[src/rtl/jacobi_pivot_select.sv]
// Jacobi pivot selection: scans the strict upper triangle of a symmetric
// matrix, one pair per cycle, for the largest-magnitude off-diagonal element.
// The result (i, j, |a_ij|), convergence flags and the matrix snapshot are
// held at the output until the rotation stage takes them.
module jacobi_pivot_select #(
  parameter int WIDTH    = 16,
  parameter int N_STOCKS = 4,
  parameter int MAX_ITER = 64
) (
  input  logic                                clk,
  input  logic                                rst,
  input  logic                                axiiv,
  input  logic                                first,
  output logic                                ready_out,
  input  logic [N_STOCKS*N_STOCKS*WIDTH-1:0]  mat_in,
  input  logic [WIDTH-1:0]                    threshold,
  input  logic                                ready_in,
  output logic                                axiov,
  output logic [$clog2(WIDTH)-1:0]            i,
  output logic [$clog2(WIDTH)-1:0]            j,
  output logic [WIDTH-1:0]                    max_abs,
  output logic                                converged,
  output logic                                limit_hit,
  output logic [N_STOCKS*N_STOCKS*WIDTH-1:0]  mat_out
);

  localparam int IW = $clog2(WIDTH);
  localparam int PW = (N_STOCKS > 2) ? $clog2(N_STOCKS) : 1;
  localparam int CW = $clog2(MAX_ITER + 1);

  typedef enum logic [1:0] {IDLE, SCAN, OUT} state_t;

  state_t state_q, state_d;

  // Same bit layout as mat_in: element [r][c] sits at bits (r*N+c)*WIDTH.
  logic [N_STOCKS-1:0][N_STOCKS-1:0][WIDTH-1:0] mat_q;
  logic [WIDTH-1:0] thr_q;
  logic [WIDTH-1:0] best_q;
  logic [PW-1:0]    bi_q, bj_q;
  logic [PW-1:0]    r_q, c_q;
  logic [CW-1:0]    cnt_q;
  logic             axiov_q, conv_q, lim_q;
  logic [IW-1:0]    i_q, j_q;
  logic [WIDTH-1:0] max_q;

  logic [WIDTH-1:0] elem, mag, nbest;
  logic [PW-1:0]    nbi, nbj;
  logic             last_pair, lim_now;

  // Magnitude of the current pair, with -2^(W-1) clamped to 2^(W-1)-1, and
  // the running best after folding it in (strictly-greater keeps ties early).
  always_comb begin
    elem = mat_q[r_q][c_q];
    if (elem == {1'b1, {(WIDTH-1){1'b0}}})
      mag = {1'b0, {(WIDTH-1){1'b1}}};
    else if (elem[WIDTH-1])
      mag = -elem;
    else
      mag = elem;
    nbest = best_q;
    nbi   = bi_q;
    nbj   = bj_q;
    if (mag > best_q) begin
      nbest = mag;
      nbi   = r_q;
      nbj   = c_q;
    end
    last_pair = (r_q == PW'(N_STOCKS - 2)) && (c_q == PW'(N_STOCKS - 1));
    lim_now   = (cnt_q == CW'(MAX_ITER));
  end

  // Next-state logic for the IDLE -> SCAN -> OUT loop.
  always_comb begin
    state_d = state_q;
    case (state_q)
      IDLE:    if (axiiv) state_d = SCAN;
      SCAN:    if (last_pair) state_d = OUT;
      OUT:     if (ready_in) state_d = IDLE;
      default: state_d = IDLE;
    endcase
  end

  // State register.
  always_ff @(posedge clk or posedge rst) begin
    if (rst) state_q <= IDLE;
    else     state_q <= state_d;
  end

  // Datapath: capture at acceptance, scan pointer/best tracking, output regs.
  always_ff @(posedge clk or posedge rst) begin
    if (rst) begin
      mat_q   <= '0;
      thr_q   <= '0;
      best_q  <= '0;
      bi_q    <= '0;
      bj_q    <= PW'(1);
      r_q     <= '0;
      c_q     <= PW'(1);
      cnt_q   <= '0;
      axiov_q <= 1'b0;
      conv_q  <= 1'b0;
      lim_q   <= 1'b0;
      i_q     <= '0;
      j_q     <= IW'(1);
      max_q   <= '0;
    end else begin
      case (state_q)
        IDLE: if (axiiv) begin
          mat_q  <= mat_in;
          thr_q  <= threshold;
          best_q <= '0;
          bi_q   <= '0;
          bj_q   <= PW'(1);
          r_q    <= '0;
          c_q    <= PW'(1);
          if (first) cnt_q <= '0;
        end
        SCAN: begin
          best_q <= nbest;
          bi_q   <= nbi;
          bj_q   <= nbj;
          if (c_q == PW'(N_STOCKS - 1)) begin
            r_q <= r_q + PW'(1);
            c_q <= r_q + PW'(2);
          end else begin
            c_q <= c_q + PW'(1);
          end
          if (last_pair) begin
            i_q     <= IW'(nbi);
            j_q     <= IW'(nbj);
            max_q   <= nbest;
            lim_q   <= lim_now;
            conv_q  <= lim_now || (nbest <= thr_q);
            axiov_q <= 1'b1;
          end
        end
        OUT: if (ready_in) begin
          axiov_q <= 1'b0;
          // A converged result ends the problem; only real rotations count.
          if (!conv_q && !lim_now) cnt_q <= cnt_q + CW'(1);
        end
        default: ;
      endcase
    end
  end

  assign ready_out = (state_q == IDLE);
  assign axiov     = axiov_q;
  assign i         = i_q;
  assign j         = j_q;
  assign max_abs   = max_q;
  assign converged = conv_q;
  assign limit_hit = lim_q;
  assign mat_out   = mat_q;

endmodule

[config.mk]
export PLATFORM = sky130hd
export DESIGN_NAME = jacobi_pivot_select
export DESIGN_NICKNAME = d
export VERILOG_FILES = /design/src/rtl/jacobi_pivot_select.sv
export SDC_FILE = /design/constraint.sdc
export NUM_CORES = 1
export LEC_CHECK = 0
export CAP_MARGIN = 25
export CORE_AREA = 3 3 219 221
export CTS_BUF_LIST = sky130_fd_sc_hd__clkbuf_2 sky130_fd_sc_hd__clkbuf_4 sky130_fd_sc_hd__clkbuf_8
export DETAILED_ROUTE_END_ITERATION = 12
export DIE_AREA = 0 0 222 224
export PLACE_DENSITY_LB_ADDON = 0.05
export SYNTH_ARGS = -nofsm -noshare
export SYNTH_HDL_FRONTEND = slang
export SYNTH_SLANG_ARGS = --single-unit
[constraint.sdc]
create_clock -name clk -period 19 [get_ports clk]
set_clock_uncertainty 0.2 [all_clocks]
set_input_delay 5.7 -clock clk [delete_from_list [all_inputs] [get_ports clk]]
set_output_delay 5.7 -clock clk [all_outputs]
set_load 0.02 [all_outputs]
* Word level (Yosys, flattened, before mapping)
Index checks and enable logic that the tools add are counted.
Storage, ports and cells: flip-flop bits (word level) 328, bits in latches 0, bits in writable memories 0, ROM bits 0, input port bits 277, output and inout bits 284, word-level logic and storage cells 97, memories kept 0
Cells by class: $add $sub $neg 5, multipliers 0, divide/modulo/power cells 0, magnitude comparators 4, equal/unequal tests 12, shift-type cells 0, multiplexer cells 30, bitwise logic cells 0, reductions and logical operators 16
Operator list (number):
- 64-bit binary-select mux with 2-bit select | 1
- 16-bit 2-to-1 mux | 5
- 64-bit 2-to-1 mux | 1
- 16-bit binary-select mux with 2-bit select | 1
- 16-bit one-hot mux with 2 select lines | 1
- 7-bit 2-to-1 mux | 4
- 16-bit == test, second input constant | 1
- 16-bit greater-than comparator | 1
- 16-bit less-or-equal comparator | 1
- 2-bit 2-to-1 mux | 8
- 16-bit negator | 1
- 2-bit one-hot mux with 2 select lines | 4
- 7-bit one-hot mux with 2 select lines | 1
- 2-bit != test, second input constant | 6
- 3-bit AND reduction | 3
- 7-bit by 1-bit adder with 7-bit output, second input constant | 1
- 7-bit == test, second input constant | 1
- 2-bit == test, second input constant | 3
- 2-bit by 3-bit less-than comparator with 1-bit output, second input constant | 2
- 2-bit one-hot mux with 3 select lines | 1
- 2-bit AND reduction | 3
- 2-bit nonzero test | 3
- 5-bit AND reduction | 1
- 2-bit by 1-bit adder with 2-bit output, second input constant | 2
- 8 further kinds | 11

* Longest topological paths before layout
depth after elaboration 11, depth in mapped cells 36, depth with buffers taken out 29

* Worst setup path before layout
Ideal clock, no wire load.
path type register -> register, from register r_q[1], to register conv_q (netlist: converged), library setup time 0.066 ns, arrival time 7.001 ns, required time 18.734 ns, path slack 11.733 ns, stages on the path, launching flop included 36, path buffers 7, period minus slack after synthesis 7.267 ns, cells stage by stage dfrtp_1 buf_4 buf_2 buf_2 buf_2 mux4_2 mux2i_1 mux2_2 ha_1 nor3b_4 o211ai_4 nor4_1 nand2b_1 buf_4 nand2_1 ha_1 a21o_1 a21o_1 a211o_1 o211ai_1 a21oi_1 a2111oi_1 or2_2 clkbuf_1 buf_4 mux2_2 ha_1 a21o_1 a21oi_1 nor2b_1 o21ai_0 nand2b_1 a21oi_1 o21ai_0 o21ai_0 o21a_1
On the way: word-level cells in the longest chain between the ends 11, elaborated cells on any way between the ends 15
RTL lines:
- start, declared | RTL line 40 | logic [PW-1:0] r_q, c_q;
- start signal, assigned | RTL line 123 | r_q <= r_q + PW'(1);
- 64-bit binary-select mux with 2-bit select * | RTL line 53 | elem = mat_q[r_q][c_q];
- 64-bit 2-to-1 mux (not written as such) * | RTL line 53
- 16-bit binary-select mux with 2-bit select * | RTL line 53
- 16-bit 2-to-1 mux (not written as such) * | RTL line 53
- 16-bit negator | RTL line 57 | mag = -elem;
- 16-bit 2-to-1 mux | RTL line 56 | else if (elem[WIDTH-1])
- 16-bit 2-to-1 mux * | RTL line 54 | if (elem == {1'b1, {(WIDTH-1){1'b0}}})
- 16-bit greater-than comparator | RTL line 63 | if (mag > best_q) begin
- 16-bit 2-to-1 mux * | RTL line 63
- via nbest[9] | RTL line 46 | logic [WIDTH-1:0] elem, mag, nbest;
- 16-bit less-or-equal comparator * | RTL line 133 | conv_q <= lim_now || (nbest <= thr_q);
- 1-bit logical OR * | RTL line 133
- end signal, assigned | RTL line 133
- end, declared | RTL line 42 | logic axiov_q, conv_q, lim_q;
The timed path passes the listed nets; every way through them passes the cells marked *. The select of a mux whose other input is x is not followed. A chain may end at the register's enable or synchronous reset.

* Worst setup path after layout
from register r_q[0], to register conv_q (netlist: converged)
Same word-level chain as after synthesis.

==> results.ini <==
[layout]
multi_input_area_mm2 = 0.007246
post-route-cell-area_mm2 = 0.02355
mostFrequentLayoutCells = 849 x nand2_1, 556 x clkdlybuf4s50_1, 322 x dfrtp_1
drive_gt1_share_pct = 10.04
final_util_pct = 50.80
area_growth_pct = 46.33
register_area_mm2 = 0.008220
fillCellCount = 4314
fin_cells = 2942
layout.cells.most_common = nand2_1
final_net_count = 2587

[setup_path]
critPathLaunchType = flop
reg2reg_slack_ns = 9.90
cpMostUsedCell = o21a_1
r2r_cells = 30
rr_endpoint = converged
criticalPathCategory = flop to flop
cp_data_arrival_time_ns = 9.48
required_ns = 19.39
cp_slowest_stage_delay_ns = 0.88
r2r-start = r_q[0]
crit_slowest_cell = dfrtp_4
worstPathMaxFanout = 40
worstSetupEndpointType = flop

[placement]
gp_congestion = 0.8661
dp_cells = 2814
port_buffers = 556
placed_area_mm2 = 0.02208
hpwlAfterDp_um = 50190

[synthesis]
synth_seq_area_share_pct = 51.02
synth_edf_count = 0
syn_avg_cell_area_um2 = 9.266
yosys_warnings = 0
yosysUniqueCellTypes = 61
synth-seq-cells = 328
synth_area_mm2 = 0.01609
netlist_instances = 1737
async_flop_share_pct = 100.0
synthFlopType = dfrtp_1

[routing]
wl_um = 67000
remaining_drc_errors = 0
wl_met3_um = 5225
initialDrtViolationCount = 917
met2_wirelength_um = 32890
wl_per_cell_um = 22.77
vias = 14444
highest_layer = met5
ant_nets = 0
m1WireLength_um = 26180
dr.pass1.iters = 5
viasPerCell = 4.910

[clock_network]
worstSkewPairLatency_ns = 0.66
holdBufCountCts = 0
cts-root-buf = clkbuf_8
clk_pin_slew_ns = 0.06
ctsHtreeMaxLevel = 2
clk_path_buf_depth = 3
clock_sinks = 328
cts_resized = 0
cts_tree = yes
postCtsSetupRepairBufs = 0
numCtsBuffers = 59

[run_status]
outcome = completed

[timing]
hold_violations = 0
setup_tns_ns = 0
slew_violations = 0
fmax_mhz = 109.9
worst_slew_pin_slew_ns = 1.062
period_needed_ns = 9.096
finalSetupViolations = 0
grt_setup_unrepaired = false
finalCritPeriodShare_pct = 47.87
relSlewSlack_pct = 29.19

[min_path]
holdCritStartpoint = cnt_q[6]
holdCritPathClass = flop to flop
hold-path-endpoint = cnt_q[6]
whs_path_depth = 1

[floorplan]
dieArea_mm2 = 0.04973
rows = 79
die_x_um = 222
ios = 561
start_util_pct = 34.72
core-area_mm2 = 0.04636
die_y_um = 224

[power]
leakagePower_nw = 10.97
ir_drop_uv = 141.0
total_power_mw = 5.374
power.density_mw_per_mm2 = 228.2

[global_routing]
globalRouteTotalUtil_pct = 26.29
grt_pass1_wl_um = 97600
antenna_found_initial = 19
overflow = 0
grt_pass1_vias = 14750
grt_max_degree = 106

[flow_run]
cap_violations = 0

kinds of logic (layout without fill, tap and decap cells):
logic type               after synthesis  in the layout  synth area share [%]
AND/OR/NAND/NOR                      950            950                 23.27
flip-flops                           328            328                 51.02
buffers and inverters                146            727                 4.120
AO/OA/AOI/OAI                        145            145                 6.134
multiplexers                         120            120                 12.01
adder cells (fa/ha/maj)               37             37                 2.876
XOR/XNOR                              10             10                0.5442
other                                  1             18               0.02330
worst max-delay path, delay by kind of cell, from the launching register on:
kind | cells | cell delay, ns
AO/OA/AOI/OAI | 15 | 2.55
AND/OR/NAND/NOR | 6 | 1.93
multiplexers | 4 | 1.63
buffers and inverters | 2 | 1.00
flip-flops | 1 | 0.88
adder cells (fa/ha/maj) | 3 | 0.76
registers in the layout, summed over array words and instances, names as in the netlist:
name / count
axiov: 1
best_q: 16
bi_q: 2
bj_q: 2
c_q: 2
cnt_q: 7
converged: 1
i: 2
j: 2
limit_hit: 1
mat_out: 256
max_abs: 16
r_q: 2
state_q: 2
thr_q: 16
Yosys cell counts, drive strengths merged (20+ instances only):
library cell  count  area (µm²)
o21ai            56       284.0
mux2i            36       360.4
inv              43       161.4
clkbuf           74       277.8
buf              29       224.0
o31ai            20       150.1
nor2             28       105.1
nand2           850        3191
ha               37       462.9
mux2             29       334.1
dfrtp           325        8133
mux4             55        1239
layout make-up:
cell class,count,area share [%]
Clock buffer,99,5.254
Sequential cell,328,34.90
Tap cell,607,3.225
Multi-Input combinational cell,1266,30.77
Clock inverter,10,0.2391
Antenna cell,14,0.1488
Timing Repair Buffer,575,24.75
Inverter,43,0.7172
worst max path at each step:
stage,end,slack (ns),start,depth (start not counted)
6_report,converged,9.90,r_q[0],30
5_1_grt,converged,9.27,r_q[0],30
4_1_cts,converged,9.86,r_q[0],30
3_5_place_dp,converged,9.88,r_q[0],30
3_3_place_gp,converged,9.90,r_q[0],30
2_1_floorplan,axiov,4.02,rst,1
report_power, final:
group | switching [mW] | total [mW] | internal [mW] | leakage, nW
clock network | 0.310 | 0.719 | 0.409 | 0.696
registers | 0.341 | 1.37 | 1.03 | 4.09
logic | 1.86 | 3.28 | 1.42 | 6.18
through the flow:
stage | worst slack [ns] | hold WS (ns)
2_1_floorplan | 4.022 | 0.2370
3_3_place_gp | 9.903 | 0.2682
3_5_place_dp | 9.882 | 0.2765
4_1_cts | 9.862 | 0.2862
5_1_grt | 9.269 | 0.3177
6_report | 9.904 | 0.2869
metal layers:
| metal | track usage [%] | vias up |
|---|---|---|
| li1 | - | 6806 |
| met1 | 31.38 | 7034 |
| met2 | 43.68 | 463 |
| met3 | 8.845 | 131 |
| met4 | 11.15 | 10 |
| met5 | 0 | - |
Note: power is estimated with default switching activity, not from simulation.
